File: config.mk
export PLATFORM = sky130hd
export DESIGN_NAME = riscv_data_bus
export DESIGN_NICKNAME = d
export VERILOG_FILES = /design/src/rtl/riscv_data_bus.sv
export SDC_FILE = /design/constraint.sdc
export NUM_CORES = 1
export LEC_CHECK = 0
export BUFFER_PORTS_ARGS = -buffer_cell sky130_fd_sc_hd__buf_2
export CAP_MARGIN = 20
export CORE_AREA = 2 2 123 125
export CTS_CLUSTER_DIAMETER = 120
export CTS_CLUSTER_SIZE = 16
export DETAILED_ROUTE_END_ITERATION = 10
export DIE_AREA = 0 0 125 127
export GPL_TIMING_DRIVEN = 1
export PLACE_DENSITY = 0.73
export SLEW_MARGIN = 20
export SYNTH_ARGS = -nofsm -noshare
export SYNTH_HDL_FRONTEND = slang
export SYNTH_SLANG_ARGS = --single-unit
File: constraint.sdc
create_clock -name clk_i -period 5.57 [get_ports clk_i]
set_clock_uncertainty 0.2 [all_clocks]
set_input_delay 0.2785 -clock clk_i [delete_from_list [all_inputs] [get_ports clk_i]]
set_output_delay 0.2785 -clock clk_i [all_outputs]
set_load 0.02 [all_outputs]
File: src/rtl/riscv_data_bus.sv
// riscv_data_bus
//   Single-master, multi-slave data bus bridge. The master request is decoded
//   on a 4-bit slave-select field of the address. The transaction fields are
//   latched and presented to the selected slave until that slave reports ready
//   or a wait timeout expires. The master then gets a one-cycle completion
//   pulse, with registered read data and an error flag.
//
// Parameters
//   N_SLAVES : number of slave channels (1..16)
//   SEL_LSB  : LSB of the slave-select field addr[SEL_LSB+3:SEL_LSB]
//   TIMEOUT  : maximum WAIT cycles before an error response (2..255)
//   ERR_DATA : read data returned with an error response
//
// Ports
//   clk_i      : clock, rising edge
//   rst_i      : asynchronous active-low reset
//   m_req_i    : master request, held until m_ready_o
//   m_we_i     : master write enable
//   m_be_i     : master byte enables
//   m_addr_i   : master address
//   m_wd_i     : master write data
//   m_rd_o     : registered read data
//   m_ready_o  : one-cycle transaction-complete pulse
//   m_err_o    : error flag, valid with m_ready_o
//   s_req_o    : one-hot slave request (asserted only while waiting)
//   s_we_o     : latched write enable, shared by all slaves
//   s_be_o     : latched byte enables, shared by all slaves
//   s_addr_o   : latched address, shared by all slaves
//   s_wd_o     : latched write data, shared by all slaves
//   s_rd_i     : slave read data, slave k at [32k+31:32k]
//   s_ready_i  : slave ready, one bit per slave
//   err_cnt_o  : saturating count of error responses

module riscv_data_bus #(
    parameter int unsigned N_SLAVES = 4,
    parameter int unsigned SEL_LSB  = 28,
    parameter int unsigned TIMEOUT  = 16,
    parameter logic [31:0] ERR_DATA = 32'hDEAD_BEEF
) (
    input  logic                    clk_i,
    input  logic                    rst_i,
    input  logic                    m_req_i,
    input  logic                    m_we_i,
    input  logic [3:0]              m_be_i,
    input  logic [31:0]             m_addr_i,
    input  logic [31:0]             m_wd_i,
    output logic [31:0]             m_rd_o,
    output logic                    m_ready_o,
    output logic                    m_err_o,
    output logic [N_SLAVES-1:0]     s_req_o,
    output logic                    s_we_o,
    output logic [3:0]              s_be_o,
    output logic [31:0]             s_addr_o,
    output logic [31:0]             s_wd_o,
    input  logic [N_SLAVES*32-1:0]  s_rd_i,
    input  logic [N_SLAVES-1:0]     s_ready_i,
    output logic [7:0]              err_cnt_o
);

    typedef enum logic [1:0] {
        ST_IDLE,
        ST_WAIT,
        ST_RESP
    } state_t;

    state_t              r_state;
    state_t              w_state_nxt;

    logic                r_we;
    logic [3:0]          r_be;
    logic [31:0]         r_addr;
    logic [31:0]         r_wd;
    logic [3:0]          r_sel;
    logic [7:0]          r_wcnt;
    logic [31:0]         r_rd;
    logic                r_err;
    logic [7:0]          r_err_cnt;

    logic [3:0]          w_in_sel;
    logic                w_in_mapped;
    logic                w_sel_ready;
    logic [31:0]         w_sel_rd;
    logic [N_SLAVES-1:0] w_sreq;
    logic                w_timeout;

    // Select field of the incoming address, decoded before it is latched.
    assign w_in_sel    = m_addr_i[SEL_LSB+3:SEL_LSB];
    assign w_in_mapped = (32'(w_in_sel) < N_SLAVES);

    assign w_timeout   = (r_wcnt == 8'(TIMEOUT - 1));

    // Route only the selected slave's ready/data; other slaves are ignored.
    // The loop compare avoids indexing past N_SLAVES for unmapped selects.
    always_comb begin
        w_sel_ready = 1'b0;
        w_sel_rd    = '0;
        w_sreq      = '0;
        for (int unsigned k = 0; k < N_SLAVES; k++) begin
            if (32'(r_sel) == k) begin
                w_sel_ready = s_ready_i[k];
                w_sel_rd    = s_rd_i[32*k +: 32];
                w_sreq[k]   = (r_state == ST_WAIT);
            end
        end
    end

    always_ff @(posedge clk_i or negedge rst_i) begin
        if (!rst_i) begin
            r_state <= ST_IDLE;
        end else begin
            r_state <= w_state_nxt;
        end
    end

    always_comb begin
        w_state_nxt = r_state;
        case (r_state)
            ST_IDLE: begin
                if (m_req_i) begin
                    w_state_nxt = w_in_mapped ? ST_WAIT : ST_RESP;
                end
            end
            ST_WAIT: begin
                if (w_sel_ready || w_timeout) begin
                    w_state_nxt = ST_RESP;
                end
            end
            ST_RESP: begin
                w_state_nxt = ST_IDLE;
            end
            default: begin
                w_state_nxt = ST_IDLE;
            end
        endcase
    end

    always_ff @(posedge clk_i or negedge rst_i) begin
        if (!rst_i) begin
            r_we      <= 1'b0;
            r_be      <= '0;
            r_addr    <= '0;
            r_wd      <= '0;
            r_sel     <= '0;
            r_wcnt    <= '0;
            r_rd      <= '0;
            r_err     <= 1'b0;
            r_err_cnt <= '0;
        end else begin
            case (r_state)
                ST_IDLE: begin
                    if (m_req_i) begin
                        r_we   <= m_we_i;
                        r_be   <= m_be_i;
                        r_addr <= m_addr_i;
                        r_wd   <= m_wd_i;
                        r_sel  <= w_in_sel;
                        r_wcnt <= '0;
                        if (!w_in_mapped) begin
                            r_rd  <= ERR_DATA;
                            r_err <= 1'b1;
                        end
                    end
                end
                ST_WAIT: begin
                    // Ready takes priority over a simultaneous timeout.
                    if (w_sel_ready) begin
                        r_rd  <= w_sel_rd;
                        r_err <= 1'b0;
                    end else if (w_timeout) begin
                        r_rd  <= ERR_DATA;
                        r_err <= 1'b1;
                    end else begin
                        r_wcnt <= r_wcnt + 8'd1;
                    end
                end
                ST_RESP: begin
                    if (r_err && (r_err_cnt != 8'hFF)) begin
                        r_err_cnt <= r_err_cnt + 8'd1;
                    end
                end
                default: begin
                end
            endcase
        end
    end

    assign s_req_o   = w_sreq;
    assign s_we_o    = r_we;
    assign s_be_o    = r_be;
    assign s_addr_o  = r_addr;
    assign s_wd_o    = r_wd;
    assign m_rd_o    = r_rd;
    assign m_err_o   = r_err;
    assign m_ready_o = (r_state == ST_RESP);
    assign err_cnt_o = r_err_cnt;

endmodule
==> out/qor.yml, run 1 <==
power_and_ir_drop:
  p_per_area_nw_per_um2: 560.8
  vdd_ir_drop_max_uv: 302.4
  power_leakage_nw: 4.451
  power_mw: 4.941
setup_path:
  crit_arrival_ns: 3.15
  rrSetupSlack_ns: 2.51
  required_ns: 5.66
  end_kind: "flop"
  crit_chain: "or3b_2 > o22ai_2 > o32ai_1 > dlygate4sd3_1"
  startpoint: "s_addr_o[29]$_DFFE_PN0P_"
  slowest_stage: "dfrtp_2"
  worstReg2RegEnd: "r_state[0]$_DFFE_PN0P_"
  cp-start-kind: "flop"
  critical-path-max-stage-delay_ns: 0.94
  crit_fanout: 49
  critPathKind: "flop to flop"
  r2r-start: "s_addr_o[29]$_DFFE_PN0P_"
  reg2reg_depth: 4
  worstSetupEndpoint: "r_state[0]$_DFFE_PN0P_"
clock_network:
  cts.clk_slew.worst_paths_ns: 0.06
  root_buffer: "clkbuf_16"
  post-cts-setup-buffers: 0
  clock_latency_ns: 0.41
  clock_sinks: 120
  htree_num_levels: 4
  cts_tree: "yes"
  cts_buffers: 17
  cts_max_path_buffers: 2
sta:
  worst_pin_slew_ns: 1.005
  fin_tns_setup_ns: 0
  timing.final.crit_share: 0.5493
  slew_violations: 0
  min_period_ns: 3.059
  setup_viol: 0
  fin_ws_ns: 2.511
  rsz0062_at_grt: "no"
  slew-limit-headroom: 0.3296
  finalHoldViolCount: 0
  fmax_mhz: 326.9
  whs_ns: 0.009712
run:
  drv_cap: 0
floorplan:
  core_um2: 14420
  initial_utilization: 0.4025
  ios: 319
  die_w_um: 125
  std_cell_rows: 44
  fp.dieH_um: 127
  die-area_um2: 15880
final_layout:
  layoutNonFillerInstCount: 1135
  final_core_util: 0.6109
  n_fill_cell: 1171
  drive_above_1_share: 0.4289
  syn2layout_area_growth_pct: 51.79
  design_area_um2: 8812
  final_common_cell: "buf_2"
  layout_common_cells: "buf_2, nand2_1, dfrtp_1"
  nets: 1142
logic_synthesis:
  ys_seq_elements: 120
  avgSynthCellArea_um2: 10.46
  synth_area_um2: 5806
  synthCells: 555
  synth_area_leaders: "dfrtp_1, nand2_1, mux4_2"
  ys_types: 49
  synth.top_cell.area_share: 0.5172
  yosys_warnings: 0
  synth_largest_area_cell: "dfrtp_1"
  seq_area_frac_synth: 0.5172
  syn_nets: 761
min_path:
  hp-class: "primary input to flop"
  hold_path_startpoint: "s_rd_i[36]"
routing:
  via_per_inst: 5.056
  routed_wl_um: 18960
  drtAntennaViolNets: 0
  first_iter_violations: 334
  drc: 0
  first_pass_iters: 4
  vias: 5739
  wl_per_cell_um: 16.71
global_route:
  grt_pass1_vias: 5767
  grt_pass1_wl_um: 29420
  grt_overflow: 0
  antenna_found_initial: 2
  grtUsageTotal: 0.2346
  grt_max_degree: 63
place:
  placed_cell_area_um2: 7478
  io_buffers: 318
  dp_slack_ns: 2.540
  gp_congestion: 0.7985
  dpl.cell_count: 1027
  dp_hpwl_um: 12640
run_status:
  run_status: "finished, final reports clean"
==> cells in the mapped netlist (all sizes together) <==
cell and count:
a211o 8, a21boi 1, a21oi 4, a22oi 1, a2bb2oi 24, a31oi 3
and2 3, and2b 1, and3 4, buf 16, clkbuf 19, clkinv 1
dfrtp 120, ha 2, inv 3, mux2 2, mux2i 5, mux4 24
nand2 242, nand2b 2, nand3 4, nand3b 1, nand4 2, nand4b 1
nor2 7, nor2b 11, nor3 3, nor3b 3, nor4b 1, o211ai 1
o21ai 4, o21bai 1, o221ai 8, o22ai 1, o2bb2ai 9, o31ai 2
o32ai 1, or3 3, or3b 1, or4 2, xnor2 2, xor2 2
==> how the worst min path moves through the flow <==
stage                               endpoint  cells after the start
floorplan           err_cnt_o[0]$_DFFE_PN0P_                      0
global placement       s_wd_o[4]$_DFFE_PN0P_                      1
detailed placement  err_cnt_o[7]$_DFFE_PN0P_                      1
CTS                   m_rd_o[14]$_DFFE_PN0P_                      3
global route          m_rd_o[17]$_DFFE_PN0P_                      3
finish                 m_rd_o[4]$_DFFE_PN0P_                      3
==> flip-flops by register name (all words and copies together) (netlist names) <==
| register | cells |
|---|---|
| r_wcnt | 8 |
| s_be_o | 4 |
| m_err_o | 1 |
| s_wd_o | 32 |
| s_we_o | 1 |
| s_addr_o | 32 |
| err_cnt_o | 8 |
| r_state | 2 |
| m_rd_o | 32 |
==> where the power goes <==
group          internal [mW]  switching [mW]  total [mW]
sequential              1.25           0.304        1.55
combinational          0.909            1.37        2.28
clock                  0.704           0.403        1.11
total                   2.86            2.08        4.94
==> layer usage <==
layer,wire [um],global-route usage
met3,1469,0.07454
met4,690,0.09935
met2,9726,0.4073
met5,0,0
met1,7073,0.2690
==> logic make-up after synthesis <==
group,Yosys count,synth area share
xor gates and xnor gates,4,0.006036
buffers and inverters,39,0.03879
AOI/OAI and AO/OA,68,0.1198
DFF,120,0.5172
and+or+nand+nor,291,0.2082
muxes,31,0.1056
adders and majority gates,2,0.004310
==> area by class of cell <==
cell class | instances | area [um^2] | area share
Clock inverter | 11 | 147.6 | 0.01675
Clock buffer | 21 | 440.4 | 0.04998
Sequential cell | 120 | 3005 | 0.3410
Inverter | 4 | 27.53 | 0.003124
Timing Repair Buffer | 397 | 2372 | 0.2692
Antenna cell | 2 | 5.005 | 0.0005679
Multi-Input combinational cell | 396 | 2584 | 0.2932
Tap cell | 184 | 230.2 | 0.02613
==> timing repair <==
action,4_1_cts,5_1_grt
hold endpoints to repair,130,0
hold buffers,74,0
setup endpoints to repair,0,0
gates resized for setup,0,0
==> worst max-delay path: cells and delay by family, from the launching register on <==
kind | cells | cell delay, ns
and+or+nand+nor | 1 | 0.51
buffers and inverters | 1 | 0.59
AOI/OAI and AO/OA | 2 | 0.68
DFF | 1 | 0.94
Power figures use the tool's default switching activity.
==> run 2, diff against run 1 <==
ABC_AREA = 1   (was not set)
CORE_AREA = 2 2 126 128   (was 2 2 123 125)
DIE_AREA = 0 0 128 130   (was 0 0 125 127)
PLACE_DENSITY = 0.72   (was 0.73)
clock period = 2.9 ns   (was 5.57 ns; I/O delays follow)
==> out/qor.yml, run 2 <==
logic_synthesis:
  synth_largest_area_cell: "dfrtp_1"  # unchanged
  avgSynthCellArea_um2: 8.645  # was 10.46 um^2
  yosys_warnings: 0  # unchanged
  synth_area_leaders: "dfrtp_1, mux2_2, nand2_1"  # was dfrtp_1, nand2_1, mux4_2
  yosys-top-cells-count: "nand2_1, nand3_1, dfrtp_1"  # was nand2_1, dfrtp_1, mux4_2
  ys.flop_type: "dfrtp_1"  # unchanged
  syn_nets: 910  # was 761
  ys_types: 28  # was 49
  synth.top_cell.area_share: 0.4934  # was 0.5172
  synth_most_common_cell: "nand2_1"  # unchanged
  seq_area_frac_synth: 0.4934  # was 0.5172
  synthCells: 704  # was 555
  synth_area_um2: 6086  # was 5806 um^2
  ys_seq_elements: 120  # unchanged
  synthArstFlopShare: 1.000  # unchanged
  synth_edf_count: 0  # unchanged
setup_path:
  crit_path_frequent_cell: "nand2_1"
  slowest_stage: "dlygate4sd3_1"  # was dfrtp_2
  worstSetupEndpoint: "m_rd_o[10]$_DFFE_PN0P_"  # was r_state[0]$_DFFE_PN0P_
  crit_chain: "inv_2 > nor2_4 > buf_4 > nand3_1 > nand3_1 > dlygate4sd3_1 > nor2_1 > dlygate4sd3_1 > nand2_1 > nand2_1 > nand2_1"  # was or3b_2 > o22ai_2 > o32ai_1 > dlygate4sd3_1
  startpoint: "s_addr_o[29]$_DFFE_PN0P_"  # unchanged
  cp-start-kind: "flop"  # unchanged
  crit_arrival_ns: 2.89  # was 3.15 ns
  worstReg2RegEnd: "m_rd_o[10]$_DFFE_PN0P_"  # was r_state[0]$_DFFE_PN0P_
  end_kind: "flop"  # unchanged
  rrSetupSlack_ns: 0.15  # was 2.51 ns
  cpLargestDelayFamily: "buffers and inverters"  # was flip-flops
  critPathKind: "flop to flop"  # unchanged
  crit_fanout: 24  # was 49
  required_ns: 3.04  # was 5.66 ns
  critPathBufInv: 4  # was 1
  path_depth: 11  # was 4
  reg2reg_depth: 11  # was 4
  r2r-start: "s_addr_o[29]$_DFFE_PN0P_"  # unchanged
  critical-path-max-stage-delay_ns: 0.55  # was 0.94 ns
place:
  gp_congestion: 0.8360  # was 0.7985
  io_buffers: 318  # unchanged
  dp_hpwl_um: 13100  # was 12640 um
  dp_slack_ns: 0.5648  # was 2.540 ns
  placed_cell_area_um2: 7863  # was 7478 um^2
  dpl.cell_count: 1190  # was 1027
power_and_ir_drop:
  seq_power_share: 0.286  # was 0.314
  power_leakage_nw: 5.018  # was 4.451 nW
  p_sw_mw: 4.494  # was 2.078 mW
  vdd_ir_drop_max_uv: 491.7  # was 302.4 uV
  pwr-share-comb: 0.521  # was 0.462
  p_per_area_nw_per_um2: 1041  # was 560.8 nW/um^2
  p_int_mw: 5.728  # was 2.863 mW
  p_clk_frac: 0.193  # was 0.224
  p_sw_frac: 0.4396  # was 0.4206
  power_mw: 10.22  # was 4.941 mW
final_layout:
  n_fill_cell: 1238  # was 1171
  syn2layout_area_growth_pct: 61.43  # was 51.79%
  n_antenna_cell: 0  # was 2
  final_core_util: 0.6369  # was 0.6109
  design_area_um2: 9824  # was 8812 um^2
  final_common_cell: "buf_2"  # unchanged
  register_area_um2: 3005  # unchanged
  multiInputGateArea_um2: 2733  # was 2584 um^2
  layoutNonFillerInstCount: 1361  # was 1135
  drive_above_1_share: 0.3841  # was 0.4289
  layout_common_cells: "buf_2, nand2_1, dlygate4sd3_1"  # was buf_2, nand2_1, dfrtp_1
  nets: 1362  # was 1142
min_path:
  hp-class: "primary input to flop"  # unchanged
  hold_path_startpoint: "s_rd_i[57]"  # was s_rd_i[36]
clock_network:
  cts_max_path_buffers: 2  # unchanged
  cts.clk_slew.worst_paths_ns: 0.06  # about the same
  clock_latency_ns: 0.40  # was 0.41 ns
  cts_tree: "yes"  # unchanged
  post-cts-setup-buffers: 0  # unchanged
  root_buffer: "clkbuf_16"  # unchanged
  htree_num_levels: 4  # unchanged
  cts_buffers: 17  # unchanged
  clock_sinks: 120  # unchanged
global_route:
  grtUsageTotal: 0.2458  # was 0.2346
  top_usage_layer: "met2"  # unchanged
  grt_max_degree: 74  # was 63
  grt_pass1_wl_um: 32340  # was 29420 um
  grt_overflow: 0  # unchanged
  met2_usage: 0.4379  # was 0.4073
  gr-usage-met3: 0.05412  # was 0.07454
  antenna_found_initial: 0  # was 2
  grt_pass1_vias: 6599  # was 5767
  grt_use_met1: 0.2816  # was 0.2690
sta:
  rsz0062_at_grt: "no"  # unchanged
  fin_ws_ns: 0.1464  # was 2.511 ns
  whs_ns: 0.01601  # was 0.009712 ns
  fmax_mhz: 363.2  # was 326.9 MHz
  slew-limit-headroom: 0.5161  # was 0.3296
  min_period_ns: 2.754  # was 3.059 ns
  worst_pin_slew_ns: 0.7243  # was 1.005 ns
  fin_tns_setup_ns: 0  # unchanged
  timing.final.crit_share: 0.9495  # was 0.5493
  slew_violations: 0  # unchanged
  setup_viol: 0  # unchanged
  finalHoldViolCount: 0  # unchanged
routing:
  routed_wl_um: 20960  # was 18960 um
  drc: 0  # unchanged
  first_iter_violations: 339  # was 334
  vias: 6594  # was 5739
  drtAntennaViolNets: 0  # unchanged
  via_per_inst: 4.845  # was 5.056
  first_pass_iters: 5  # was 4
  wl_per_cell_um: 15.40  # was 16.71 um
floorplan:
  core_um2: 15420  # was 14420 um^2
  initial_utilization: 0.3945  # was 0.4025
  fp.dieH_um: 130  # was 127 um
  ios: 319  # unchanged
  die_w_um: 128  # was 125 um
  std_cell_rows: 46  # was 44
  die-area_um2: 16640  # was 15880 um^2
run:
  drv_cap: 0  # unchanged
run_status:
  run_status: "finished, final reports clean"  # unchanged
==> run 2: area by class of cell <==
type	instances	area share
clock buffer	18	0.04368
clock inverter	14	0.01274
inverter	46	0.01758
multi-input combinational	501	0.2781
sequential	120	0.3059
tap	192	0.02445
timing repair buffer	470	0.3175
==> run 2: metal layers <==
metal | vias up | routed length, um
met1 | 3009 | 8307
met5 | - | 0
met3 | 60 | 1412
li1 | 3209 | -
met2 | 316 | 10510
met4 | 0 | 734
==> run 2: power by group through the flow <==
stage / combinational, mW / sequential [mW] / clock [mW]
2_1_floorplan: 2.39 / 3.76 / 0
3_3_place_gp: 4.73 / 2.88 / 0
3_5_place_dp: 4.82 / 2.89 / 0
4_1_cts: 5.27 / 2.88 / 2.01
5_1_grt: 5.83 / 3.00 / 2.10
6_report: 5.33 / 2.92 / 1.98
==> run 2: how the worst min path moves through the flow <==
stage | endpoint | cells past startpoint | slack (ns)
after CTS | m_rd_o[5]$_DFFE_PN0P_ | 7 | 0.001
after detailed placement | s_addr_o[28]$_DFFE_PN0P_ | 1 | -0.006
after global routing | m_rd_o[23]$_DFFE_PN0P_ | 7 | 0.03
after global placement | s_addr_o[28]$_DFFE_PN0P_ | 1 | -0.008
after floorplan | err_cnt_o[0]$_DFFE_PN0P_ | 0 | -0.35
final | m_rd_o[25]$_DFFE_PN0P_ | 7 | 0.02
==> run 2: worst min-delay path, stage by stage <==
cell     delay (ns)
buf_2          0.07
nand3_1        0.07
nand3_1        0.10
nor2_1         0.05
nand2_1        0.06
nand2_1        0.05
nand2_1        0.04
==> run 2: what timing repair did <==
action                                  4_1_cts  5_1_grt
gates resized for setup                       0        6
hold buffers                                139        0
hold endpoints to repair                    145        0
endpoints found under the setup margin        0       16
==> run 2: kinds of logic after synthesis <==
logic type	Yosys count	share of synthesized area
simple gates	408	0.2940
flops	120	0.4934
buf+inv	83	0.05962
mux	65	0.1203
compound gates	18	0.01707
xor+xnor	8	0.01151
fa+ha+maj	2	0.004111
